## config.mk

```make
export PLATFORM = sky130hd
export DESIGN_NAME = ssd_scan_multi
export DESIGN_NICKNAME = d
export VERILOG_FILES = /design/src/rtl/ssd_pkg.sv /design/src/rtl/ssd_hex_decoder.sv /design/src/rtl/ssd_scan_multi.sv
export SDC_FILE = /design/constraint.sdc
export NUM_CORES = 1
export LEC_CHECK = 0
export ABC_AREA = 1
export CELL_PAD_IN_SITES_DETAIL_PLACEMENT = 1
export CELL_PAD_IN_SITES_GLOBAL_PLACEMENT = 1
export CORE_UTILIZATION = 50
export DETAILED_ROUTE_END_ITERATION = 8
export DONT_BUFFER_PORTS = 1
export GPL_TIMING_DRIVEN = 0
export PLACE_DENSITY_LB_ADDON = 0.1
export SETUP_SLACK_MARGIN = 0.2
export SLEW_MARGIN = 20
export SYNTH_ARGS = -nofsm -noshare
export SYNTH_HDL_FRONTEND = slang
export SYNTH_SLANG_ARGS = --single-unit
```

## constraint.sdc

```tcl
create_clock -name CLK -period 4.92 [get_ports CLK]
set_clock_uncertainty 0.05 [all_clocks]
set_input_delay 0.984 -clock CLK [delete_from_list [all_inputs] [get_ports CLK]]
set_output_delay 0.984 -clock CLK [all_outputs]
set_load 0.005 [all_outputs]
```

## src/rtl/ssd_pkg.sv

```systemverilog
// ssd_pkg: shared state encoding, segment bit indices and hex->segment table for the scanner
package ssd_pkg;
  typedef enum logic {ST_BLANK = 1'b0, ST_ON = 1'b1} state_e;
  localparam int SEG_A  = 0;
  localparam int SEG_G  = 6;
  localparam int SEG_DP = 7;
  localparam logic [15:0][6:0] HEX_SEG = {
    7'h71, 7'h79, 7'h5E, 7'h39, 7'h7C, 7'h77, 7'h6F, 7'h7F,
    7'h07, 7'h7D, 7'h6D, 7'h66, 7'h4F, 7'h5B, 7'h06, 7'h3F
  };
endpackage

```

## src/rtl/ssd_hex_decoder.sv

```systemverilog
// ssd_hex_decoder: nibble plus decimal point to active-high dp,g..a segment pattern
module ssd_hex_decoder
  import ssd_pkg::*;
(
  input  logic [3:0] nib,
  input  logic       dp,
  output logic [7:0] seg
);
  // table lookup, decimal point on the top bit
  always_comb begin
    seg = '0;
    seg[SEG_G:SEG_A] = HEX_SEG[nib];
    seg[SEG_DP] = dp;
  end
endmodule

```

## src/rtl/ssd_scan_multi.sv

```systemverilog
// ssd_scan_multi: multiplexed seven-segment scanner with dead time, PWM and frame-synchronous load; SSD_LZ_SUPPRESS_EN enables leading-zero suppression
module ssd_scan_multi
  import ssd_pkg::*;
#(
  parameter int DIGITS         = 4,
  parameter int CLK_DIV        = 50000,
  parameter int BLANK_CYCLES   = 16,
  parameter bit SEG_ACTIVE_LOW = 1'b1,
  parameter bit SEL_ACTIVE_LOW = 1'b1
) (
  input  logic                  CLK,
  input  logic                  RST,
  input  logic [4*DIGITS-1:0]   DATA,
  input  logic [DIGITS-1:0]     DP_IN,
  input  logic                  LOAD,
  input  logic [3:0]            BRIGHTNESS,
  output logic [7:0]            OUTPUT_SEG,
  output logic [DIGITS-1:0]     OUTPUT_SEL,
  output logic                  SCAN_CLK,
  output logic                  FRAME_DONE
);
  localparam int CW = CLK_DIV > 1 ? $clog2(CLK_DIV) : 1;
  localparam int IW = DIGITS > 1 ? $clog2(DIGITS) : 1;
  localparam int PW = 5 * DIGITS + 1;
  localparam logic [31:0] BLANK_U = BLANK_CYCLES;
  logic [CW-1:0] slot_cnt_q, slot_cnt_d;
  logic [IW-1:0] idx_q, idx_d;
  state_e state_q, state_d;
  logic wrap_q, wrap_d;
  logic [PW-1:0] pending_q, pending_d, active_q, active_d;
  logic [7:0] seg_q, seg_d;
  logic [DIGITS-1:0] sel_q, sel_d;
  logic scan_clk_q, scan_clk_d, frame_done_q, frame_done_d;
  logic wrap, lz_blank, lit;
  logic [3:0] pwm;
  logic [7:0] seg_hi;
  logic [DIGITS-1:0] sel_hi;
  logic act_vld;
  logic [DIGITS-1:0] act_dp;
  logic [4*DIGITS-1:0] act_data;
  assign act_vld  = active_q[PW-1];
  assign act_dp   = active_q[5*DIGITS-1:4*DIGITS];
  assign act_data = active_q[4*DIGITS-1:0];
  ssd_hex_decoder u_dec (
    .nib (act_data[{idx_q, 2'b00} +: 4]),
    .dp  (act_dp[idx_q]),
    .seg (seg_hi)
  );
  // slot timing, digit index, frame-synchronous data transfer and pin patterns
  always_comb begin
    wrap = slot_cnt_q == CW'(CLK_DIV - 1);
    slot_cnt_d = wrap ? '0 : slot_cnt_q + CW'(1);
    idx_d = wrap ? (idx_q == IW'(DIGITS - 1) ? '0 : idx_q + IW'(1)) : idx_q;
    state_d = 32'(slot_cnt_d) < BLANK_U ? ST_BLANK : ST_ON;
    wrap_d = wrap;
    pending_d = LOAD ? {1'b1, DP_IN, DATA} : pending_q;
    active_d = (wrap && idx_q == IW'(DIGITS - 1)) ? pending_d : active_q;
`ifdef SSD_LZ_SUPPRESS_EN
    lz_blank = idx_q != '0 && (act_data >> {idx_q, 2'b00}) == '0 && !act_dp[idx_q];
`else
    lz_blank = 1'b0;
`endif
    pwm = 4'(slot_cnt_q) - 4'(BLANK_CYCLES);
    lit = state_q == ST_ON && act_vld && !lz_blank && pwm <= BRIGHTNESS;
    sel_hi = state_q == ST_ON ? DIGITS'(1) << idx_q : '0;
    seg_d = SEG_ACTIVE_LOW ? ~(lit ? seg_hi : 8'h00) : (lit ? seg_hi : 8'h00);
    sel_d = SEL_ACTIVE_LOW ? ~sel_hi : sel_hi;
    scan_clk_d = wrap_q;
    frame_done_d = wrap_q && idx_q == '0;
  end
  // state and registered pins; reset aborts the slot and drops both data registers
  always_ff @(posedge CLK) begin
    if (RST) begin
      slot_cnt_q   <= '0;
      idx_q        <= '0;
      state_q      <= ST_BLANK;
      wrap_q       <= 1'b0;
      pending_q    <= '0;
      active_q     <= '0;
      seg_q        <= SEG_ACTIVE_LOW ? 8'hFF : 8'h00;
      sel_q        <= SEL_ACTIVE_LOW ? '1 : '0;
      scan_clk_q   <= 1'b0;
      frame_done_q <= 1'b0;
    end else begin
      slot_cnt_q   <= slot_cnt_d;
      idx_q        <= idx_d;
      state_q      <= state_d;
      wrap_q       <= wrap_d;
      pending_q    <= pending_d;
      active_q     <= active_d;
      seg_q        <= seg_d;
      sel_q        <= sel_d;
      scan_clk_q   <= scan_clk_d;
      frame_done_q <= frame_done_d;
    end
  end
  assign OUTPUT_SEG = seg_q;
  assign OUTPUT_SEL = sel_q;
  assign SCAN_CLK   = scan_clk_q;
  assign FRAME_DONE = frame_done_q;
endmodule
```

==> impl_metrics.py, run 1 <==
metrics = {
    "run_status": {
        "status": "completed",
    },
    "final_layout": {
        "final_layout_size_suffix_gt1_frac": 0.0957,
        "n_fill_cell": 828,
        "final_cells": 537,
        "syn2layout_area_growth_pct": 8.62,
        "n_antenna_cell": 0,
        "final_common_cell": "nand2_1",
        "nets": 496,
        "final_cell_mix": "83 x nand2_1, 76 x dfxtp_1, 72 x nor2_1",
        "design_area_um2": 3750,
    },
    "yosys": {
        "synth_area_um2": 3450,
        "ys_warn_count": 0,
        "synth_cells": 444,
        "ys_types": 29,
        "ys_ff_latch": 76,
        "yosysSeqAreaShare": 0.440,
        "syn_avg_cell_area_um2": 7.78,
        "syn_nets": 485,
    },
    "grt": {
        "grt_max_degree": 14,
        "gr-total-overflow": 0,
        "grt_usage": 0.262,
        "grt_pass1_vias": 3085,
        "grt_pass1_wl_mm": 14.8,
        "antenna_found_initial": 0,
    },
    "sta": {
        "post-route-period-util": 0.422,
        "report.final.hold_viol_count": 0,
        "worst_pin_slew_ns": 0.582,
        "relSlewSlack": 0.612,
        "setup_viol": 0,
        "rsz0062_at_grt": "false",
        "fmax_ghz": 0.481,
        "fin_crit_ns": 2.08,
        "maxSlewViolCount": 0,
        "finalSetupTns_ns": 0,
    },
    "worst_setup_path": {
        "rr_worst_depth": 10,
        "worstPathMaxFanout": 5,
        "crit_cells": 10,
        "crit_end": "state_q",
        "path_cells": "ha_1, nand2_2, nor2_1, nand2_1, nand3_1, nand2_1, nor2_1, nand3_1, nor2_1, nor2_1",
        "crit_buf_inv": 0,
        "cp-end-kind": "flop",
        "cpMaxStageDelayCell": "dfxtp_1",
        "path_common_cell": "nor2_1",
        "crit_path_max_incr_delay_ns": 0.40,
        "cpLargestDelayFamily": "simple AND/OR/NAND/NOR gates",
        "crit_path_start": "slot_cnt_q[0]",
        "r2r_slack_ns": 2.84,
        "arrival_ns": 2.25,
        "reg2reg_from": "slot_cnt_q[0]",
        "critPathRequiredTime_ns": 5.09,
        "setup.worst_path.start_class": "flop",
        "worstSetupPathType": "reg2reg",
        "r2r_end": "state_q",
    },
    "die": {
        "core_area_um2": 6490,
        "rows": 29,
        "initial_core_util": 0.532,
        "die_w_um": 85.1,
        "die_h_um": 85.1,
        "dieArea_um2": 7250,
        "io_pins": 41,
    },
    "clocking": {
        "postCtsSetupRepairBufs": 0,
        "cts_hold_buf": 0,
        "cts_made_buffers": 9,
        "tritoncts": "done",
        "clkSinkCount": 76,
        "clk_pin_slew_ns": 0.07,
        "cts_resized": 0,
        "htreeDepth": 3,
        "clock_tree.root_cell": "clkbuf_8",
        "worstSkewPairLatency_ns": 0.35,
        "cts.path.max_buffers": 2,
    },
    "power_and_ir_drop": {
        "power_density_nw_per_um2": 311,
        "ir_drop_v": 0.000218,
        "p_leak_nw": 1.66,
    },
    "routing": {
        "wirelength_mm": 8.81,
        "drtPass1Iterations": 4,
        "viasPerCell": 5.48,
        "vias": 2944,
        "drtAntennaViolNets": 0,
        "drt_iter0_drc": 133,
        "drc": 0,
        "wl_per_cell_um": 16.4,
    },
    "placed_design": {
        "gp_congestion": 0.872,
        "dpl_cell_area_um2": 3550,
        "hpwlAfterDp_mm": 6.46,
        "portBuffers": 0,
        "dp.cells": 521,
    },
    "run": {
        "maxCapViolCount": 0,
    },
    "min_path": {
        "min-delay-path-class": "reg2reg",
    },
}
registers in the layout (all words and copies together), names as in the netlist:
signal and count:
FRAME_DONE 1, active_q 21, pending_q 21, slot_cnt_q 16, state_q 1, idx_q 2, OUTPUT_SEL 4, SCAN_CLK 1
OUTPUT_SEG 8, scan_clk_d 1
worst min-delay path, delay by kind of cell, from the launching register on:
family        cells  cell delay (ns)
simple gates      1             0.03
flops             1             0.31
buf+inv           1             0.05
synth_stat cells (all sizes together):
| master | n | share of area |
|---|---|---|
| inv | 47 | 0.051 |
| nand4 | 4 | 0.0072 |
| o21ai | 12 | 0.017 |
| or2 | 1 | 0.0018 |
| o21a | 15 | 0.033 |
| ha | 14 | 0.051 |
| xor2 | 1 | 0.0025 |
| nand3 | 29 | 0.042 |
| o211ai | 5 | 0.011 |
| nand2 | 90 | 0.11 |
| mux2i | 20 | 0.058 |
| buf | 9 | 0.019 |
| nor2 | 77 | 0.096 |
| a21oi | 30 | 0.043 |
| o31ai | 1 | 0.0022 |
| dfxtp | 76 | 0.44 |
| o311ai | 2 | 0.0051 |
| clkbuf | 6 | 0.0069 |
| nor3 | 5 | 0.0072 |
final cells by class:
class                      count  area (µm²)  area share
tap                           77        96.3      0.0257
clock inverter                 6        63.8      0.0170
sequential                    76        1520       0.405
inverter                      47         176      0.0470
multi-input combinational    306        1670       0.444
clock buffer                  10         138      0.0367
buffer                        15        90.1      0.0240
power breakdown:
part	internal (mW)	switching [mW]	total, mW	leakage, nW
combinational	0.0191	0.0350	0.0541	0.945
sequential	0.627	0.00570	0.632	0.618
clock	0.247	0.232	0.479	0.0983
per-stage QoR:
stage / power, mW / setup slack [ns] / hold WS, ns / utilization
floorplan: 0.686 / 2.77 / 0.353 / -
global placement: 0.697 / 2.59 / 0.362 / 0.547
detailed placement: 0.701 / 2.55 / 0.369 / 0.547
CTS: 1.18 / 2.85 / 0.379 / 0.578
global route: 1.21 / 2.65 / 0.393 / 0.578
finish: 1.17 / 2.84 / 0.374 / 0.578
worst min path at each step:
stage / endpoint / from / cells past startpoint
after floorplan: SCAN_CLK / scan_clk_d / 2
final: SCAN_CLK / scan_clk_d / 2
after global routing: SCAN_CLK / scan_clk_d / 2
after CTS: SCAN_CLK / scan_clk_d / 2
after global placement: SCAN_CLK / scan_clk_d / 2
after detailed placement: SCAN_CLK / scan_clk_d / 2
metal layers:
layer / global-route usage / wire length (µm)
met1: 0.327 / 3980
met2: 0.449 / 4310
met3: 0.0652 / 385
met4: 0.0724 / 132
met5: 0 / 0
logic make-up (layout without fill, tap and decap cells):
group                      Yosys count  after routing  share of synthesized area
adders and majority gates           14             14                     0.0507
xor gates and xnor gates             1              1                    0.00254
and+or+nand+nor                    206            206                      0.260
buffers and inverters               62             78                     0.0771
muxes                               20             20                     0.0579
DFF                                 76             76                      0.440
AOI/OAI and AO/OA                   65             65                      0.112
Note: power is estimated with default switching activity, not from simulation.
==> inputs of run 2 (changes only) <==
Settings changed: CORE_UTILIZATION 50 to 42.
Clock period 4.92 ns to 1.9 ns, I/O delays scaled along.
==> run 2 against run 1 <==
  * Combinational power increased to 2.8 times the previous value
  * Critical path depth increased by 2
  * Final area increased by 11%
  * Clock power increased to 3.2 times the previous value
  * Global-route usage decreased by 3.9 points
  * Fmax increased by 27%
  * Total power increased to 2.8 times the previous value
  * Sequential power increased to 2.6 times the previous value
  * Non-clock buffer count increased by 19
  * Worst hold slack got worse by 0.22 ns
  * Wire length increased by 2.1%
  * Critical path type unchanged
==> impl_metrics.py, run 2 (same netlist as run 1, synthesis figures left out) <==
metrics = {
    "run": {
        "maxCapViolCount": 0,
    },
    "worst_setup_path": {
        "cp-end-kind": "flop",
        "cpMaxStageDelayCell": "dfxtp_4",
        "setup.worst_path.start_class": "flop",
        "crit_path_max_incr_delay_ns": 0.38,
        "r2r_slack_ns": 0.26,
        "critPathRequiredTime_ns": 2.06,
        "worstPathMaxFanout": 5,
        "path_cells": "ha_4, nand2_4, inv_4, nand2_4, nor2_4, nand2_4, nand3_4, nand2_1, nor2_1, nand3_1, nor2_1, nor2_1",
        "worstSetupPathType": "reg2reg",
        "arrival_ns": 1.80,
    },
    "grt": {
        "grt_pass1_wl_mm": 14.7,
        "gr-total-overflow": 0,
        "grt_usage": 0.223,
        "grt_max_degree": 14,
        "antenna_found_initial": 0,
        "grt_pass1_vias": 3011,
    },
    "sta": {
        "setup_viol": 0,
        "rsz0062_at_grt": "true",
        "fin_crit_ns": 1.64,
        "fmax_ghz": 0.611,
        "setup_ws_ns": 0.263,
        "report.final.hold_viol_count": 0,
        "maxSlewViolCount": 0,
        "relSlewSlack": 0.596,
        "finalSetupTns_ns": 0,
        "post-route-period-util": 0.862,
        "whs_ns": 0.157,
        "worst_pin_slew_ns": 0.606,
    },
    "power_and_ir_drop": {
        "power_density_nw_per_um2": 790,
        "ir_drop_v": 0.000523,
        "p_leak_nw": 1.84,
    },
    "clocking": {
        "tritoncts": "done",
        "clk_pin_slew_ns": 0.08,
        "cts_made_buffers": 9,
        "worstSkewPairLatency_ns": 0.35,
        "cts_hold_buf": 0,
        "clkSinkCount": 76,
        "htreeDepth": 3,
        "clock_tree.root_cell": "clkbuf_8",
        "cts.path.max_buffers": 2,
    },
    "die": {
        "die_w_um": 92.7,
        "io_pins": 41,
        "dieArea_um2": 8590,
        "core_area_um2": 7850,
        "initial_core_util": 0.440,
        "die_h_um": 92.7,
        "rows": 32,
    },
    "final_layout": {
        "final_layout_size_suffix_gt1_frac": 0.213,
        "n_antenna_cell": 0,
        "fin_util": 0.533,
        "syn2layout_area_growth_pct": 21.0,
        "reg_top3": "active_q: 21 flops, pending_q: 21 flops, slot_cnt_q: 16 flops",
        "final_common_cell": "nand2_1",
        "nets": 515,
        "final_cell_mix": "77 x nand2_1, 68 x nor2_1, 65 x dfxtp_1",
    },
    "routing": {
        "viasPerCell": 5.10,
        "drt_iter0_drc": 80,
        "drtPass1Iterations": 4,
        "drtAntennaViolNets": 0,
        "drc": 0,
        "wirelength_mm": 9.00,
        "vias": 2965,
        "wl_per_cell_um": 15.5,
    },
    "run_status": {
        "status": "completed",
    },
    "placed_design": {
        "gp_congestion": 0.817,
        "hpwlAfterDp_mm": 6.42,
        "portBuffers": 0,
        "dpl_worst_slack_ns": -0.110,
    },
    "min_path": {
        "min-delay-path-class": "in2reg",
    },
}
[run 2: cell count changes in the layout (fill, tap and decap cells not counted), moves of 4 or more]
cell	before	now
nand2_1	83	77
dfxtp_1	76	65
nor2_1	72	68
buf_4	1	19
dfxtp_4	0	7
a21oi_1	30	26
inv_1	42	36
nand3_1	29	24
dfxtp_2	0	4
[run 2: metrics by stage]
| stage | area [µm²] | instances | power [mW] |
|---|---|---|---|
| 2_1_floorplan | 3450 | 444 | 1.78 |
| 3_3_place_gp | 3580 | 546 | 1.81 |
| 3_5_place_dp | 3580 | 546 | 1.81 |
| 4_1_cts | 3990 | 574 | 3.35 |
| 5_1_grt | 4180 | 581 | 3.43 |
| 6_report | 4180 | 581 | 3.30 |
[run 2: path summary, 6_finish.rpt]
check	start	to	cells past startpoint
hold reg to reg	scan_clk_d	SCAN_CLK	2
setup / recovery	slot_cnt_q[1]	state_q	12
hold / removal	DATA[3]	pending_q[3]	2
setup reg to reg	slot_cnt_q[1]	state_q	12
[run 2: critical path, delay by kind of cell, from the launching register on]
family | cells | cell delay, ns
buffers and inverters | 1 | 0.07
and+or+nand+nor | 10 | 0.86
DFF | 1 | 0.38
adders and majority gates | 1 | 0.15
[run 2: final cells by class]
type / count / area [µm²]
Buffer: 15 / 110
Clock buffer: 10 / 138
Clock inverter: 6 / 111
Fill cell: 949 / 3670
Inverter: 47 / 184
Multi-Input combinational cell: 306 / 1820
Sequential cell: 76 / 1550
Tap cell: 102 / 128
Timing Repair Buffer: 19 / 143
[run 2: repair_timing]
action,4_1_cts,5_1_grt
cloned,0,0
setup endpoints to repair,35,30
buffers inserted,12,7
pin swaps,8,13
resized for setup,28,43
hold endpoints to repair,0,0
[run 2: where the power goes]
part / total [mW] / leakage, nW / internal (mW) / switching, mW
combinational: 0.153 / 1.09 / 0.0579 / 0.0950
sequential: 1.63 / 0.625 / 1.62 / 0.0142
clock: 1.52 / 0.122 / 0.908 / 0.612
total: 3.30 / 1.84 / 2.58 / 0.721
[run 2: layer usage]
metal | global-route usage | share of wire
met3 | 0.0443 | 0.029
met2 | 0.370 | 0.48
met4 | 0.0667 | 0.014
met1 | 0.291 | 0.47
met5 | 0 | 0
==> inputs of run 3 (changes only) <==
Settings changed: CORE_UTILIZATION 42 to 41, SYNTH_HIERARCHICAL set to 1.
==> run 3 against run 2 <==
  * Clock power down 11%
  * Count of clock-buffer cells in the layout down 1
  * Die area up 4.4%
  * Fmax down 4.8%
  * Flip-flop and latch count unchanged
  * Non-clock buffer count up 10
  * Register-to-register slack worse by 0.08 ns
  * Core utilization up 0.31 points
  * Final area up 5.8%
  * First-iteration DRC count down 35%
  * Global-route usage down 0.83 points
  * Synthesized area up 2.0%
  * Highest routed layer unchanged
==> impl_metrics.py, run 3 <==
metrics = {
    "run_status": {
        "status": "completed",
    },
    "yosys": {
        "syn_avg_cell_area_um2": 7.55,
        "ys_ff_latch": 76,
        "yosysSeqAreaShare": 0.432,
        "synth_area_leaders": "dfxtp_1 43%, nand2_1 10%, nor2_1 8.5%",
        "synth_ff_type": "dfxtp_1",
        "yosys.area.top_type_share": 0.432,
        "post-synth-top-count-cell": "nand2_1",
        "synth_common_cells": "97 x nand2_1, 80 x nor2_1, 76 x dfxtp_1",
        "synth_edf_count": 0,
        "ys_warn_count": 6,
        "synth_top_area_cell": "dfxtp_1",
        "ys_types": 28,
        "async_flop_share": 0,
        "syn_nets": 510,
        "synth_cells": 467,
        "synth_area_um2": 3520,
    },
    "worst_setup_path": {
        "cpMaxStageDelayCell": "dfxtp_4",
        "cp-end-kind": "flop",
        "critPathRequiredTime_ns": 2.07,
        "crit_path_max_incr_delay_ns": 0.37,
        "arrival_ns": 1.89,
        "worstPathMaxFanout": 8,
        "setup.worst_path.start_class": "flop",
        "path_cells": "clkbuf_16, nor2_1, o22ai_4, inv_2, buf_4, ha_1, inv_1, nand2_1, nand3_1, nand2_1, nand3_1",
        "worstSetupPathType": "reg2reg",
    },
    "die": {
        "initial_core_util": 0.427,
        "die_w_um": 94.7,
        "die_h_um": 94.7,
        "rows": 33,
        "io_pins": 41,
        "dieArea_um2": 8970,
        "core_area_um2": 8260,
    },
    "final_layout": {
        "final_cells": 612,
        "final_common_cell": "nand2_1",
        "n_antenna_cell": 0,
        "final_cell_mix": "83 x nand2_1, 66 x dfxtp_1, 66 x nor2_1",
        "syn2layout_area_growth_pct": 25.6,
        "reg_top3": "active_q: 21 flops, pending_q: 21 flops, slot_cnt_q: 16 flops",
        "nets": 545,
        "design_area_um2": 4430,
        "fin_util": 0.536,
        "final_layout_size_suffix_gt1_frac": 0.260,
    },
    "power_and_ir_drop": {
        "switching_share": 0.229,
        "p_int_mw": 2.41,
        "p_clk_frac": 0.433,
        "p_switching_mw": 0.713,
        "ir_drop_v": 0.000465,
        "seqPwrFrac": 0.524,
        "power_mw": 3.12,
        "comb_power_share": 0.043,
        "power_density_nw_per_um2": 705,
        "p_leak_nw": 1.85,
    },
    "grt": {
        "grt_pass1_vias": 3149,
        "grt_max_degree": 14,
        "antenna_found_initial": 0,
        "gr-total-overflow": 0,
        "grt_pass1_wl_mm": 14.6,
        "grt_usage": 0.214,
    },
    "routing": {
        "wl_per_cell_um": 15.2,
        "drtAntennaViolNets": 0,
        "wirelength_mm": 9.32,
        "vias": 3072,
        "drc": 0,
        "drt_iter0_drc": 52,
        "drtPass1Iterations": 4,
        "viasPerCell": 5.02,
    },
    "placed_design": {
        "dp.cells": 572,
        "hpwlAfterDp_mm": 6.45,
        "gp_congestion": 0.806,
        "dpl_cell_area_um2": 3690,
        "portBuffers": 0,
    },
    "sta": {
        "report.final.hold_viol_count": 0,
        "rsz0062_at_grt": "true",
        "fin_crit_ns": 1.72,
        "relSlewSlack": 0.621,
        "setup_viol": 0,
        "worst_pin_slew_ns": 0.568,
        "post-route-period-util": 0.905,
        "maxSlewViolCount": 0,
        "fmax_ghz": 0.581,
    },
    "clocking": {
        "clock_tree.root_cell": "clkbuf_8",
        "clkSinkCount": 76,
        "worstSkewPairLatency_ns": 0.34,
        "tritoncts": "done",
        "cts_made_buffers": 9,
        "clk_pin_slew_ns": 0.08,
        "cts.path.max_buffers": 2,
        "htreeDepth": 3,
    },
    "min_path": {
        "min-delay-path-class": "in2reg",
    },
    "run": {
        "maxCapViolCount": 0,
    },
}
[run 3: cell count changes in the layout (fill, tap and decap cells not counted), moves of 6 or more]
| cell | previous run | this run |
|---|---|---|
| or2_0 | 0 | 18 |
| o21a_1 | 15 | 0 |
| buf_4 | 19 | 25 |
| nand2_1 | 77 | 83 |
| nand2_2 | 8 | 14 |
| nor2_2 | 2 | 8 |
[run 3: per-stage QoR]
step | setup TNS (ns) | setup WS (ns) | hold slack, ns
2_1_floorplan | 0 | 0.217 | 0.353
3_3_place_gp | -0.164 | -0.0749 | 0.381
3_5_place_dp | -0.292 | -0.109 | 0.394
4_1_cts | 0 | 0.181 | 0.148
5_1_grt | 0 | 0.0468 | 0.157
6_report | 0 | 0.180 | 0.152
[run 3: worst max-delay path, delay by kind of cell, from the launching register on]
| kind | cells | cell delay (ns) |
|---|---|---|
| buffers and inverters | 4 | 0.45 |
| adders and majority gates | 1 | 0.12 |
| and+or+nand+nor | 5 | 0.49 |
| AOI/OAI and AO/OA | 1 | 0.12 |
| DFF | 1 | 0.37 |
[run 3: area by class of cell]
cell class / count / area (µm²)
clock inverter: 7 / 91.3
tap: 105 / 131
sequential: 76 / 1540
multi-input combinational: 331 / 2050
clock buffer: 9 / 124
inverter: 40 / 163
fill: 1016 / 3830
buffer: 20 / 146
timing repair buffer: 24 / 181
[run 3: power by group through the flow]
stage / sequential [mW] / combinational [mW] / clock (mW)
3_5_place_dp: 1.67 / 0.119 / 0
5_1_grt: 1.64 / 0.152 / 1.45
3_3_place_gp: 1.67 / 0.112 / 0
4_1_cts: 1.63 / 0.128 / 1.37
2_1_floorplan: 1.67 / 0.0902 / 0
6_report: 1.63 / 0.135 / 1.35
[run 3: logic make-up (layout without fill, tap and decap cells)]
kind of cell / count (synthesis) / count (layout) / synth area share
xor+xnor: 2 / 2 / 0.00497
buf+inv: 60 / 100 / 0.0724
fa+ha+maj: 16 / 16 / 0.0568
mux: 20 / 20 / 0.0568
flops: 76 / 76 / 0.432
simple gates: 247 / 247 / 0.308
compound gates: 46 / 46 / 0.0689
[run 3: what timing repair did]
action,in CTS,in global routing
buffers inserted,13,10
endpoints found under the setup margin,35,30
resized for setup,43,59
pin swaps,7,22
gates cloned,1,0
hold buffers,0,0
[run 3: worst paths after layout]
path                    from            end  slack, ns  cells after the start
setup / recovery    idx_q[0]  OUTPUT_SEG[1]       0.18                     11
hold / removal       DATA[5]   pending_q[5]       0.15                      2
setup reg to reg    idx_q[0]  OUTPUT_SEG[1]       0.18                     11
hold reg to reg   scan_clk_d       SCAN_CLK       0.40                      2
[run 3: metal layers]
metal / wire length (µm) / vias up / global-route usage
met5: 0 / - / 0
met3: 234 / 14 / 0.0330
met1: 4010 / 1464 / 0.245
met4: 188 / 0 / 0.0795
li1: - / 1551 / -
met2: 4890 / 43 / 0.397
